==> src/rtl/d_store_buffer_pkg.sv <==
// Shared types for the data-side store buffer: address/width types,
// the buffered store entry and a width-to-byte-count helper.
package d_store_buffer_pkg;

  localparam int DMEM_ADDR_W = 8;

  typedef logic [DMEM_ADDR_W-1:0] DMemAddrT;
  typedef logic [31:0]            word;

  typedef enum logic [1:0] {
    BYTE     = 2'd0,
    HALFWORD = 2'd1,
    WORD     = 2'd2
  } mem_width_t;

  typedef struct packed {
    DMemAddrT   addr;
    mem_width_t width;
    word        data;
  } sb_entry_t;

  // Number of bytes touched by an access of the given width.
  function automatic logic [2:0] width_bytes(input mem_width_t w);
    case (w)
      BYTE:     return 3'd1;
      HALFWORD: return 3'd2;
      default:  return 3'd4;
    endcase
  endfunction

endpackage

==> src/rtl/d_store_buffer_overlap.sv <==
// Combinational byte-set intersection of two (addr, width) accesses.
// Both byte sets are contiguous runs on a modular address ring, so they
// intersect exactly when one run's start falls inside the other run.
module sb_overlap
  import d_store_buffer_pkg::*;
(
  input  DMemAddrT   a_addr,
  input  mem_width_t a_width,
  input  DMemAddrT   b_addr,
  input  mem_width_t b_width,
  output logic       hit
);

  DMemAddrT b_from_a;
  DMemAddrT a_from_b;

  // Modular distances; subtraction wraps naturally at the top of the space.
  always_comb begin
    b_from_a = b_addr - a_addr;
    a_from_b = a_addr - b_addr;
    hit      = (b_from_a < DMemAddrT'(width_bytes(a_width))) ||
               (a_from_b < DMemAddrT'(width_bytes(b_width)));
  end

endmodule

==> src/rtl/d_store_buffer.sv <==
// Posted-write buffer in front of the data memory. Stores queue in a small
// FIFO and drain one per cycle when no load owns the port; loads bypass the
// queue unless they touch bytes still waiting to be written.
module d_store_buffer
  import d_store_buffer_pkg::*;
#(
  parameter int DEPTH = 4
) (
  input  logic       clk,
  input  logic       reset,
  input  logic       st_valid,
  output logic       st_ready,
  input  DMemAddrT   st_addr,
  input  mem_width_t st_width,
  input  word        st_data,
  input  logic       ld_valid,
  input  DMemAddrT   ld_addr,
  input  mem_width_t ld_width,
  input  logic       ld_sign_extend,
  output logic       ld_stall,
  output logic       empty,
  output DMemAddrT   mem_addr,
  output mem_width_t mem_width,
  output logic       mem_sign_extend,
  output logic       mem_write_enable,
  output word        mem_data_in
);

  localparam int PTR_W = (DEPTH > 1) ? $clog2(DEPTH) : 1;
  localparam int CNT_W = $clog2(DEPTH + 1);
  localparam logic [CNT_W-1:0] DEPTH_C = CNT_W'(DEPTH);

  sb_entry_t        entries [DEPTH];
  logic [DEPTH-1:0] valid;
  logic [DEPTH-1:0] hit;
  logic [PTR_W-1:0] head;
  logic [PTR_W-1:0] tail;
  logic [CNT_W-1:0] count;

  logic full;
  logic is_empty;
  logic push;
  logic pop;
  logic ld_issue;

  assign full     = (count == DEPTH_C);
  assign is_empty = (count == '0);

  // One overlap checker per slot; empty slots are masked by their valid bit.
  for (genvar i = 0; i < DEPTH; i++) begin : g_ovl
    logic raw_hit;
    sb_overlap u_ovl (
      .a_addr  (entries[i].addr),
      .a_width (entries[i].width),
      .b_addr  (ld_addr),
      .b_width (ld_width),
      .hit     (raw_hit)
    );
    assign hit[i] = valid[i] && raw_hit;
  end

  // Port arbitration: an unstalled load wins, else the head drains. While
  // reset is high everything is forced idle so no write escapes at the
  // reset edge.
  always_comb begin
    st_ready         = 1'b1;
    empty            = 1'b1;
    ld_stall         = 1'b0;
    ld_issue         = 1'b0;
    push             = 1'b0;
    pop              = 1'b0;
    mem_addr         = '0;
    mem_width        = WORD;
    mem_sign_extend  = 1'b0;
    mem_write_enable = 1'b0;
    mem_data_in      = '0;
    if (!reset) begin
      st_ready        = !full;
      empty           = is_empty;
      // Full also stalls the load so the head is guaranteed a drain slot.
      ld_stall        = ld_valid && ((|hit) || full);
      ld_issue        = ld_valid && !ld_stall;
      push            = st_valid && !full;
      mem_addr        = ld_addr;
      mem_width       = ld_width;
      mem_sign_extend = ld_sign_extend;
      if (!ld_issue && !is_empty) begin
        pop              = 1'b1;
        mem_addr         = entries[head].addr;
        mem_width        = entries[head].width;
        mem_sign_extend  = 1'b0;
        mem_write_enable = 1'b1;
        mem_data_in      = entries[head].data;
      end
    end
  end

  // Queue control: pointers, occupancy and per-slot valid bits.
  always_ff @(posedge clk) begin
    if (reset) begin
      head  <= '0;
      tail  <= '0;
      count <= '0;
      valid <= '0;
    end else begin
      if (push) begin
        valid[tail] <= 1'b1;
        tail        <= tail + 1'b1;
      end
      if (pop) begin
        valid[head] <= 1'b0;
        head        <= head + 1'b1;
      end
      case ({push, pop})
        2'b10:   count <= count + 1'b1;
        2'b01:   count <= count - 1'b1;
        default: count <= count;
      endcase
    end
  end

  // Entry payload needs no reset; valid bits gate every use of it.
  always_ff @(posedge clk) begin
    if (push) entries[tail] <= '{addr: st_addr, width: st_width, data: st_data};
  end

endmodule
==> config.mk <==
export PLATFORM = sky130hd
export DESIGN_NAME = d_store_buffer
export DESIGN_NICKNAME = d
export VERILOG_FILES = /design/src/rtl/d_store_buffer_pkg.sv /design/src/rtl/d_store_buffer_overlap.sv /design/src/rtl/d_store_buffer.sv
export SDC_FILE = /design/constraint.sdc
export NUM_CORES = 1
export LEC_CHECK = 0
export CAP_MARGIN = 20
export CORE_ASPECT_RATIO = 1.2
export CORE_MARGIN = 2
export CORE_UTILIZATION = 62
export DETAILED_ROUTE_END_ITERATION = 7
export GPL_ROUTABILITY_DRIVEN = 0
export GPL_TIMING_DRIVEN = 0
export PLACE_DENSITY = 0.94
export SLEW_MARGIN = 30
export SYNTH_ARGS = -nofsm -noshare
export SYNTH_HDL_FRONTEND = slang
export SYNTH_SLANG_ARGS = --single-unit
==> constraint.sdc <==
create_clock -name clk -period 7.5 [get_ports clk]
set_input_delay 1.875 -clock clk [delete_from_list [all_inputs] [get_ports clk]]
set_output_delay 1.875 -clock clk [all_outputs]
set_load 0.02 [all_outputs]
### Word level (Yosys, flattened, before mapping)

Memory sizes are Yosys's and may differ from the RTL's. A register that Yosys moved wholly into a read port is not among the register bits.
Cells that the tools add are included.

* memories kept: 1
* memory bits (writable): 168
* word-level logic and storage cells: 98
* bits of input ports: 57
* output and inout bits: 47
* register bits after elaboration: 11

* multiplexer cells: 31
* $lt $le $gt $ge: 12
* add/sub/neg operators: 12
* reduce and logical (&&, ||, !) cells: 27
* bitwise logic cells: 3
* equal/unequal tests: 8

Memories
* entries: depth 4, width 42, rd ports 5, clocked after memory_dff 1, write ports 1, line d_store_buffer.sv:33 `sb_entry_t entries [DEPTH];`

Operators by type and width (number)
* $lt A8 B3 Y1: 8
* $mux W32: 2
* $sub A8 B8 Y8: 8
* $pmux W3 S2: 6
* $mux W8: 2
* $eq A2 B1 Y1 const B: 6
* $mux W1: 12
* $mux W4: 3
* $logic_and A1 B1 Y1: 10
* $logic_not A2 Y1: 5
* $mux W2: 4
* $lt A2 B3 Y1 const B: 2
* $logic_or A1 B1 Y1: 5
* $add A2 B1 Y2 const B: 2
* $and A4 B4 Y4: 1
* $demux W1 S2: 2
* $ge A2 B1 Y1 const B: 2
* $logic_not A1 Y1: 4
* $not A4 Y4: 1
* $or A4 B4 Y4: 1
* $reduce_or A4 Y1: 1
* $add A3 B1 Y3 const B: 1
* $eq A3 B3 Y1 const B: 1
* $logic_not A3 Y1: 1
* 3 further kinds: 3

### Depth between registers and ports, before layout

* depth in word-level cells: 16
* gate-level depth with buffers: 20
* gate-level depth less buffers: 19

### Modules after synthesis

From an unflattened synthesis, not the netlist that was laid out.

* cell total of the unflattened synthesis: 813
* area total of the unflattened synthesis: 10478.8 sq um

Modules (own cells, without submodules)
* d_store_buffer: cells each 377, times used 1, seq. area each 5305.1 sq um, area each 7225.7 sq um
* sb_overlap: cells each 109, times used 4, seq. area each 0.0 sq um, area each 813.3 sq um

### Worst setup path before layout

Ideal clock, no wire load.

* path type: input port to output port
* from: input ld_addr[0]
* to: output mem_data_in[10]
* setup slack: 0.969 ns
* data required time: 5.625 ns
* path buffers: 1
* arrival time: 4.656 ns
* stages: 14
* cell sequence: inv_1 ha_1 inv_1 fa_1 ha_1 or4b_1 o211ai_1 nand4b_1 nor2_1 nand4_1 and4b_4 a41o_4 buf_2 nor2b_1

* cells in the longest elaborated chain, start to end: 13
* elaborated cells between the ends (all ways): 33
* those cells by class: 8 x add/sub; 8 x order compare; 2 x mux; 15 x reduce/logical

Ends and longest elaborated chain
* start: declaration: line d_store_buffer.sv:17 `input DMemAddrT ld_addr,`
* $sub A8 B8 Y8, on equally long branches: line d_store_buffer_overlap.sv:19, d_store_buffer_overlap.sv:20
* $lt A8 B3 Y1, on equally long branches: line d_store_buffer_overlap.sv:21, d_store_buffer_overlap.sv:22
* $logic_or A1 B1 Y1: line d_store_buffer_overlap.sv:21 `hit = (b_from_a < DMemAddrT'(width_bytes(a_width))) ||`
* $logic_and A1 B1 Y1: line d_store_buffer.sv:59 `assign hit[i] = valid[i] && raw_hit;`
* $reduce_or A4 Y1 (*): line d_store_buffer.sv:81 `ld_stall = ld_valid && ((|hit) || full);`
* $logic_or A1 B1 Y1 (*): line d_store_buffer.sv:81
* $logic_and A1 B1 Y1 (*): line d_store_buffer.sv:81
* $logic_not A1 Y1 (*): line d_store_buffer.sv:82 `ld_issue = ld_valid && !ld_stall;`
* $logic_and A1 B1 Y1 (*): line d_store_buffer.sv:82
* $logic_not A1 Y1 (*): line d_store_buffer.sv:87 `if (!ld_issue && !is_empty) begin`
* $logic_and A1 B1 Y1 (*): line d_store_buffer.sv:87
* $mux W32 (*): line d_store_buffer.sv:87
* $mux W32 (*): line d_store_buffer.sv:77 `if (!reset) begin`
* end: declaration: line d_store_buffer.sv:26 `output word mem_data_in`

Every way passes the cells marked *; elsewhere a longest branch is shown, timed or not.

### Worst setup path in the final report

* from: input ld_addr[4]
* to: output mem_addr[4]

* cells in the longest elaborated chain, start to end: 13
* elaborated cells between the ends (all ways): 33
* those cells by class: 8 x add/sub; 8 x order compare; 2 x mux; 15 x reduce/logical

Ends and longest elaborated chain
* $sub A8 B8 Y8, on equally long branches: line d_store_buffer_overlap.sv:19, d_store_buffer_overlap.sv:20
* $lt A8 B3 Y1, on equally long branches: line d_store_buffer_overlap.sv:21, d_store_buffer_overlap.sv:22
* $logic_or A1 B1 Y1: line d_store_buffer_overlap.sv:21
* $logic_and A1 B1 Y1: line d_store_buffer.sv:59
* $reduce_or A4 Y1: line d_store_buffer.sv:81
* $logic_or A1 B1 Y1: line d_store_buffer.sv:81
* $logic_and A1 B1 Y1: line d_store_buffer.sv:81
* $logic_not A1 Y1: line d_store_buffer.sv:82
* $logic_and A1 B1 Y1: line d_store_buffer.sv:82
* $logic_not A1 Y1: line d_store_buffer.sv:87
* $logic_and A1 B1 Y1: line d_store_buffer.sv:87
* $mux W8 (*): line d_store_buffer.sv:87
* $mux W8 (*): line d_store_buffer.sv:77
* end: declaration: line d_store_buffer.sv:22 `output DMemAddrT mem_addr,`

Marked as above.

==> flow_summary.yaml <==
timing:
  final-hold-violation-count: 0
  setup_violations: 2
  slew_viol_final: 0
  clock_skew_ns: 0.01340
  fmax_mhz: 133.1
  maxSlewHeadroom: 0.3997
  worstMarginPinSlew_ns: 0.9005
  fin_ws_ns: -0.01417
  timing.hold.ws_ns: 0.5316
  setup_tns_ns: -0.02137
  layout_min_cycle_time_ns: 7.514
  min_period_over_period: 1.002
hold_path:
  worst_hold_path.endpoint: "count[2]"
  min_from: "count[2]"
  min_path_cells: 2
  worst_hold_path_type: "reg2reg"
pwr:
  ir_worst_vdd_mv: 0.2242
  p_leak_uw: 0.004727
  finalPower_uw: 2593
  p_per_area_nw_per_um2: 213.2
drt:
  drt_wl_total_um: 31060
  vias: 7582
  first_pass_iters: 8
  drt_iter0_markers: 1056
  wl_per_cell_um: 27.83
  vias_per_cell: 6.794
  drc: 1
  antenna_left: 0
synth:
  synth_ff_type: "edfxtp_1"
  synth-edff-count: 168
  synth-compound-area-share: 0.08141
  synth_top_area_cell: "edfxtp_1"
  synthCells: 765
  synthTopCellsByArea: "edfxtp_1 (50%), ha_1 (10%), mux4_2 (9.3%), dfxtp_1 (2.6%), inv_1 (2.5%)"
  ys_async_sr_fraction: 0
  yosysWarningCount: 0
  yosys.cell_types.count: 65
  synth-seq-cells: 181
  synthAdderAreaFrac: 0.1173
  synthMuxAreaShare: 0.1112
  synth_top_family_by_area: "adder cells"
  yosysSeqAreaShare: 0.5214
  synthSimpleGateAreaFrac: 0.09567
  syn_nets: 912
  synth_top_area_share: 0.4958
  netlist_area_um2: 10170
  syn_area_per_cell_um2: 13.30
  synthXorXnorAreaFrac: 0.03259
layout:
  final_net_count: 1038
  area_growth_pct: 19.53
  fillerInstances: 802
  drive_gt1_frac: 0.1604
  antenna_cells: 0
clock_network:
  clock-root-buffer: "clkbuf_16"
  cts.sinks: 181
  path_clk_slew_ns: 0.08
  h-tree-depth: 4
  clkLatencyLatePin_ns: 0.45
  clk_path_buf_depth: 2
  cts_inserted_buffers: 17
  cts_tree: "done"
floorplanning:
  rows: 51
  fp.coreArea_um2: 16140
  pin_count: 104
  start_util: 0.6302
  dieWidth_um: 120.9
  die_y_um: 144.3
  die_area_um2: 17460
setup_path:
  required_ns: 5.62
  crit_top_cell: "nor3_1"
  cp_max_fo: 9
  worst-r2r-setup-slack_ns: 2.79
  reg2regPathDepth: 19
  crit_path_end_kind: "output port"
  critPathSlowestCell: "ha_1"
  rr_endpoint: "count[2]"
  path_cells: "clkdlybuf4s15_1 > inv_1 > ha_1 > a211oi_4 > nor2_1 > nor3_1 > xnor2_1 > nor3_1 > and4b_4 > a41o_1 > buf_4 > mux2i_1 > clkdlybuf4s15_2"
  startpoint_type: "input pin"
  max_stage_delay_ns: 0.51
  path_class: "in2out"
  arrival_ns: 5.64
  reg2reg_from: "entries[3][34]"
placement:
  port_buffers: 102
  hpwl_um: 18240
outcome:
  violations: "DRC, setup timing"
  outcome: "complete, but fails checks"
grt:
  grt_remaining_overflow: 0
  gr-usage-all-layers: 0.3696
  grt_start_max_net_pins: 44
  grt_first_pass_wirelength_um: 46690
  grt_antenna_before_repair: 0
  grt_pass1_vias: 7792
job:
  cap_violations: 0
==> worst max-delay path, delay by kind of cell <==
family | cells | cell delay, ns
AO/OA/AOI/OAI | 2 | 0.59
XOR/XNOR | 1 | 0.14
adder cells (fa/ha/maj) | 1 | 0.51
buffers and inverters | 4 | 1.20
multiplexers | 1 | 0.27
AND/OR/NAND/NOR | 4 | 1.04
==> stage by stage <==
step	std cells	util	instance area (µm²)	worst slack (ns)
after floorplan	765	-	10170	0.9688
after global placement	1079	0.7099	11460	-0.9154
after detailed placement	1082	0.7152	11550	-0.9427
after CTS	1115	0.7536	12170	-0.1407
after global routing	1116	0.7533	12160	-0.003740
final	1116	0.7533	12160	-0.01417
==> layout by cell type, fill, tap and decap left out, types with 5 or more instances in the layout <==
cell type,count
a211oi_1,7
a21boi_0,7
a21o_1,11
a21oi_1,34
buf_2,13
buf_4,8
clkbuf_1,9
clkbuf_16,17
clkbuf_2,15
clkdlybuf4s15_1,7
clkdlybuf4s50_1,50
dfxtp_1,13
dlygate4sd2_1,16
dlymetal6s2s_1,9
edfxtp_1,168
fa_1,9
ha_1,79
inv_1,67
inv_8,5
mux2i_1,14
mux4_2,42
nand2_1,19
nand2b_1,28
nand3_1,6
nand3b_1,6
nand4_1,5
nor2_1,34
nor2b_1,39
nor3_1,11
o21ai_0,22
xnor2_1,22
xor2_1,14
==> worst max-delay path by stage <==
| stage | startpoint | depth (start not counted) | endpoint | slack [ns] |
|---|---|---|---|---|
| 6_report | ld_addr[4] | 13 | mem_addr[4] | -0.01 |
| 5_1_grt | ld_addr[1] | 17 | mem_data_in[7] | -0.004 |
| 4_1_cts | ld_addr[1] | 16 | mem_addr[6] | -0.14 |
| 3_5_place_dp | ld_addr[1] | 13 | mem_data_in[20] | -0.94 |
| 3_3_place_gp | ld_addr[1] | 13 | mem_data_in[12] | -0.92 |
| 2_1_floorplan | ld_addr[0] | 14 | mem_data_in[10] | 0.97 |
==> state kept, by name (all words and copies together) (netlist names), named ones only <==
signal / count
valid: 4
head: 2
tail: 2
entries: 168
count: 3
==> synth_stat cells (16+ instances only) <==
library cell and instances:
a21oi_1 34, clkbuf_1 16, edfxtp_1 168, ha_1 81, inv_1 69, mux4_2 42
nand2_1 19, nand2b_1 28, nor2_1 34, nor2b_1 40, o21ai_0 22, xnor2_1 22
==> what timing repair did <==
item	4_1_cts	5_1_grt
buffers inserted	5	2
setup endpoints to repair	45	41
hold buffers	0	0
pin swaps	1	1
resized for setup	67	47
==> kinds of logic after synthesis <==
kind of cell	after synthesis
adder cells (fa/ha/maj)	90
XOR/XNOR	37
AND/OR/NAND/NOR	175
flip-flops	181
AO/OA/AOI/OAI	121
multiplexers	60
buffers and inverters	101
==> per-layer routing <==
| layer | share of wire | track usage |
|---|---|---|
| met1 | 0.32 | 0.4337 |
| met2 | 0.48 | 0.6038 |
| met3 | 0.13 | 0.1108 |
| met4 | 0.074 | 0.2173 |
| met5 | 0 | 0 |
==> power by group <==
group | switching, µW | total, µW | internal [µW] | leakage, µW
clock | 470 | 923 | 454 | 0.000292
sequential | 22.8 | 1160 | 1140 | 0.00163
combinational | 286 | 508 | 222 | 0.00280
total | 778 | 2590 | 1820 | 0.00473
==> area by class of cell <==
class,instances,area [µm²],area share
repair buffers,112,1079,0.08868
well taps,212,265.3,0.02181
inverters,69,262.8,0.02160
multi-input cells,483,4512,0.3710
flip-flops and latches,181,5305,0.4362
clock buffers,17,425.4,0.03498
clock inverters,15,176.4,0.01451
plain buffers,27,136.4,0.01121
(Power assumes the default switching activity.)
==> edit, RTL diff (same flow settings) <==
Change the parameter `DEPTH` from 4 to 8.
--- a/src/rtl/d_store_buffer.sv
+++ b/src/rtl/d_store_buffer.sv
@@ -6,3 +6,3 @@
 #(
-  parameter int DEPTH = 4
+  parameter int DEPTH = 8
 ) (
Behaviour: not the same (Yosys sat finds a counterexample within 10 cycles, from zero or initial values and one cycle with reset high).
==> edit against the unedited design <==
The flow finishes with violations (negative setup slack); sequential cell count up 176; area after synthesis increased by 95%; final cell count is 87% higher; register-to-register slack got worse by 0.57 ns; non-clock buffer count grew 74; count of clock-buffer cells in the layout is 22 higher; clock skew up 0.0034 ns; cell area is 93% higher; setup slack better by 0.0086 ns; hold slack improved by 0.044 ns; wire length rose by 100%; via count rose by 96%; clock power up 80%; total power increased by 85%.
==> edit: results (changes against the unedited design) <==
CP arrival = 5.63 ns (about the same)
status = finished with violations
clk_lat worst skew = 0.53 ns (+0.08 ns)
initial antenna violation count = 2 (+2)
Synth area leaders = edfxtp_1 51%, mux4_2 9.7%, ha_1 9.4%
switch share = 0.272 (-0.0275)
number of global-route vias before repair = 14936 (+92%)
Top Registers = entries: 336 flops, valid: 8 flops, count: 4 flops
final setup vio count = 4 (+2)
DPL Wire Length = 39.6 mm (+120%)
Setup WS post-layout = -0.00561 ns (+0.00855 ns)
initial drt markers = 2035 (+93%)
Clock Path Buffers = 3 (+1)
Worst path slowest cell = or4_4
register area share after synthesis = 0.531 (+0.00968)
failing checks = negative setup slack
Syn Area/Cell = 13.4 um2 (+0.81%)
fillcell total = 1700 (+110%)
routed wire length = 63.4 mm (+100%)
share of layout cells above drive strength 1 = 0.224 (+0.0635)
setup TNS = -0.0122 ns (+0.00913 ns)
setup skew after layout = 0.0168 ns (+0.00345 ns)
area of placed instances = 0.0218 mm2 (+89%)
pin count of the biggest net entering global routing = 20 (-55%)
Total GRT Usage = 0.376 (+0.00663)
Vias/cell = 7.11 (+4.7%)
[edit: kinds of logic after synthesis]
family                     Yosys count  synth area share
DFF                                357             0.531
and+or+nand+nor                    282            0.0711
AOI/OAI and AO/OA                  278            0.0950
buffers and inverters              182            0.0355
adders and majority gates          165             0.110
muxes                              142             0.126
xor gates and xnor gates            70            0.0310
[edit: per-stage QoR]
| stage | setup slack [ns] | hold slack [ns] | util |
|---|---|---|---|
| 3_5_place_dp | -2.02 | 0.541 | 0.696 |
| 5_1_grt | -0.0834 | 0.602 | 0.749 |
| 2_1_floorplan | 0.306 | 0.491 | - |
| 3_3_place_gp | -2.49 | 0.512 | 0.680 |
| 4_1_cts | 0.00147 | 0.570 | 0.736 |
| 6_report | -0.00561 | 0.575 | 0.749 |
[edit: routing by layer]
layer / GRT usage / part of all wire / vias up
li1: - / - / 5972
met1: 0.440 / 0.32 / 7227
met2: 0.628 / 0.49 / 1245
met3: 0.0768 / 0.11 / 401
met4: 0.265 / 0.084 / 4
met5: 0 / 0.00035 / -
[edit: power by group through the flow]
stage / clock network [uW] / registers [uW] / logic, uW
6_report: 1660 / 2250 / 905
4_1_cts: 1660 / 2240 / 828
3_5_place_dp: 0 / 2280 / 783
3_3_place_gp: 0 / 2280 / 731
2_1_floorplan: 0 / 2270 / 511
5_1_grt: 1720 / 2240 / 950
[edit: final cells by class]
| type | instances | area (um2) | area share |
|---|---|---|---|
| Inverter | 116 | 465 | 0.0198 |
| Clock inverter | 22 | 175 | 0.00745 |
| Antenna cell | 2 | 5.00 | 0.000213 |
| Timing Repair Buffer | 166 | 1690 | 0.0718 |
| Buffer | 47 | 231 | 0.00985 |
| Multi-Input combinational cell | 937 | 9030 | 0.384 |
| Sequential cell | 357 | 10500 | 0.447 |
| Clock buffer | 39 | 891 | 0.0379 |
| Tap cell | 401 | 502 | 0.0214 |
[edit: worst paths after layout]
kind                            startpoint               endpoint
hold reg to reg      count[3]$_SDFFE_PP0P_  count[3]$_SDFFE_PP0P_
setup reg to reg  entries[2][34]$_DFFE_PP_  count[2]$_SDFFE_PP0P_
hold / removal       count[3]$_SDFFE_PP0P_  count[3]$_SDFFE_PP0P_
setup / recovery                ld_addr[6]        mem_data_in[11]
[edit: repair_timing]
item / CTS / global route
resized for setup: 271 / 122
gates cloned: 0 / 0
pin swaps: 8 / 22
endpoints found under the setup margin: 46 / 45
buffers inserted: 30 / 8
[edit: critical path: cells and delay by family]
kind / cells / cell delay [ns]
buffers and inverters: 8 / 1.42
XOR/XNOR: 1 / 0.11
AO/OA/AOI/OAI: 4 / 1.00
AND/OR/NAND/NOR: 3 / 0.86
adder cells (fa/ha/maj): 1 / 0.33
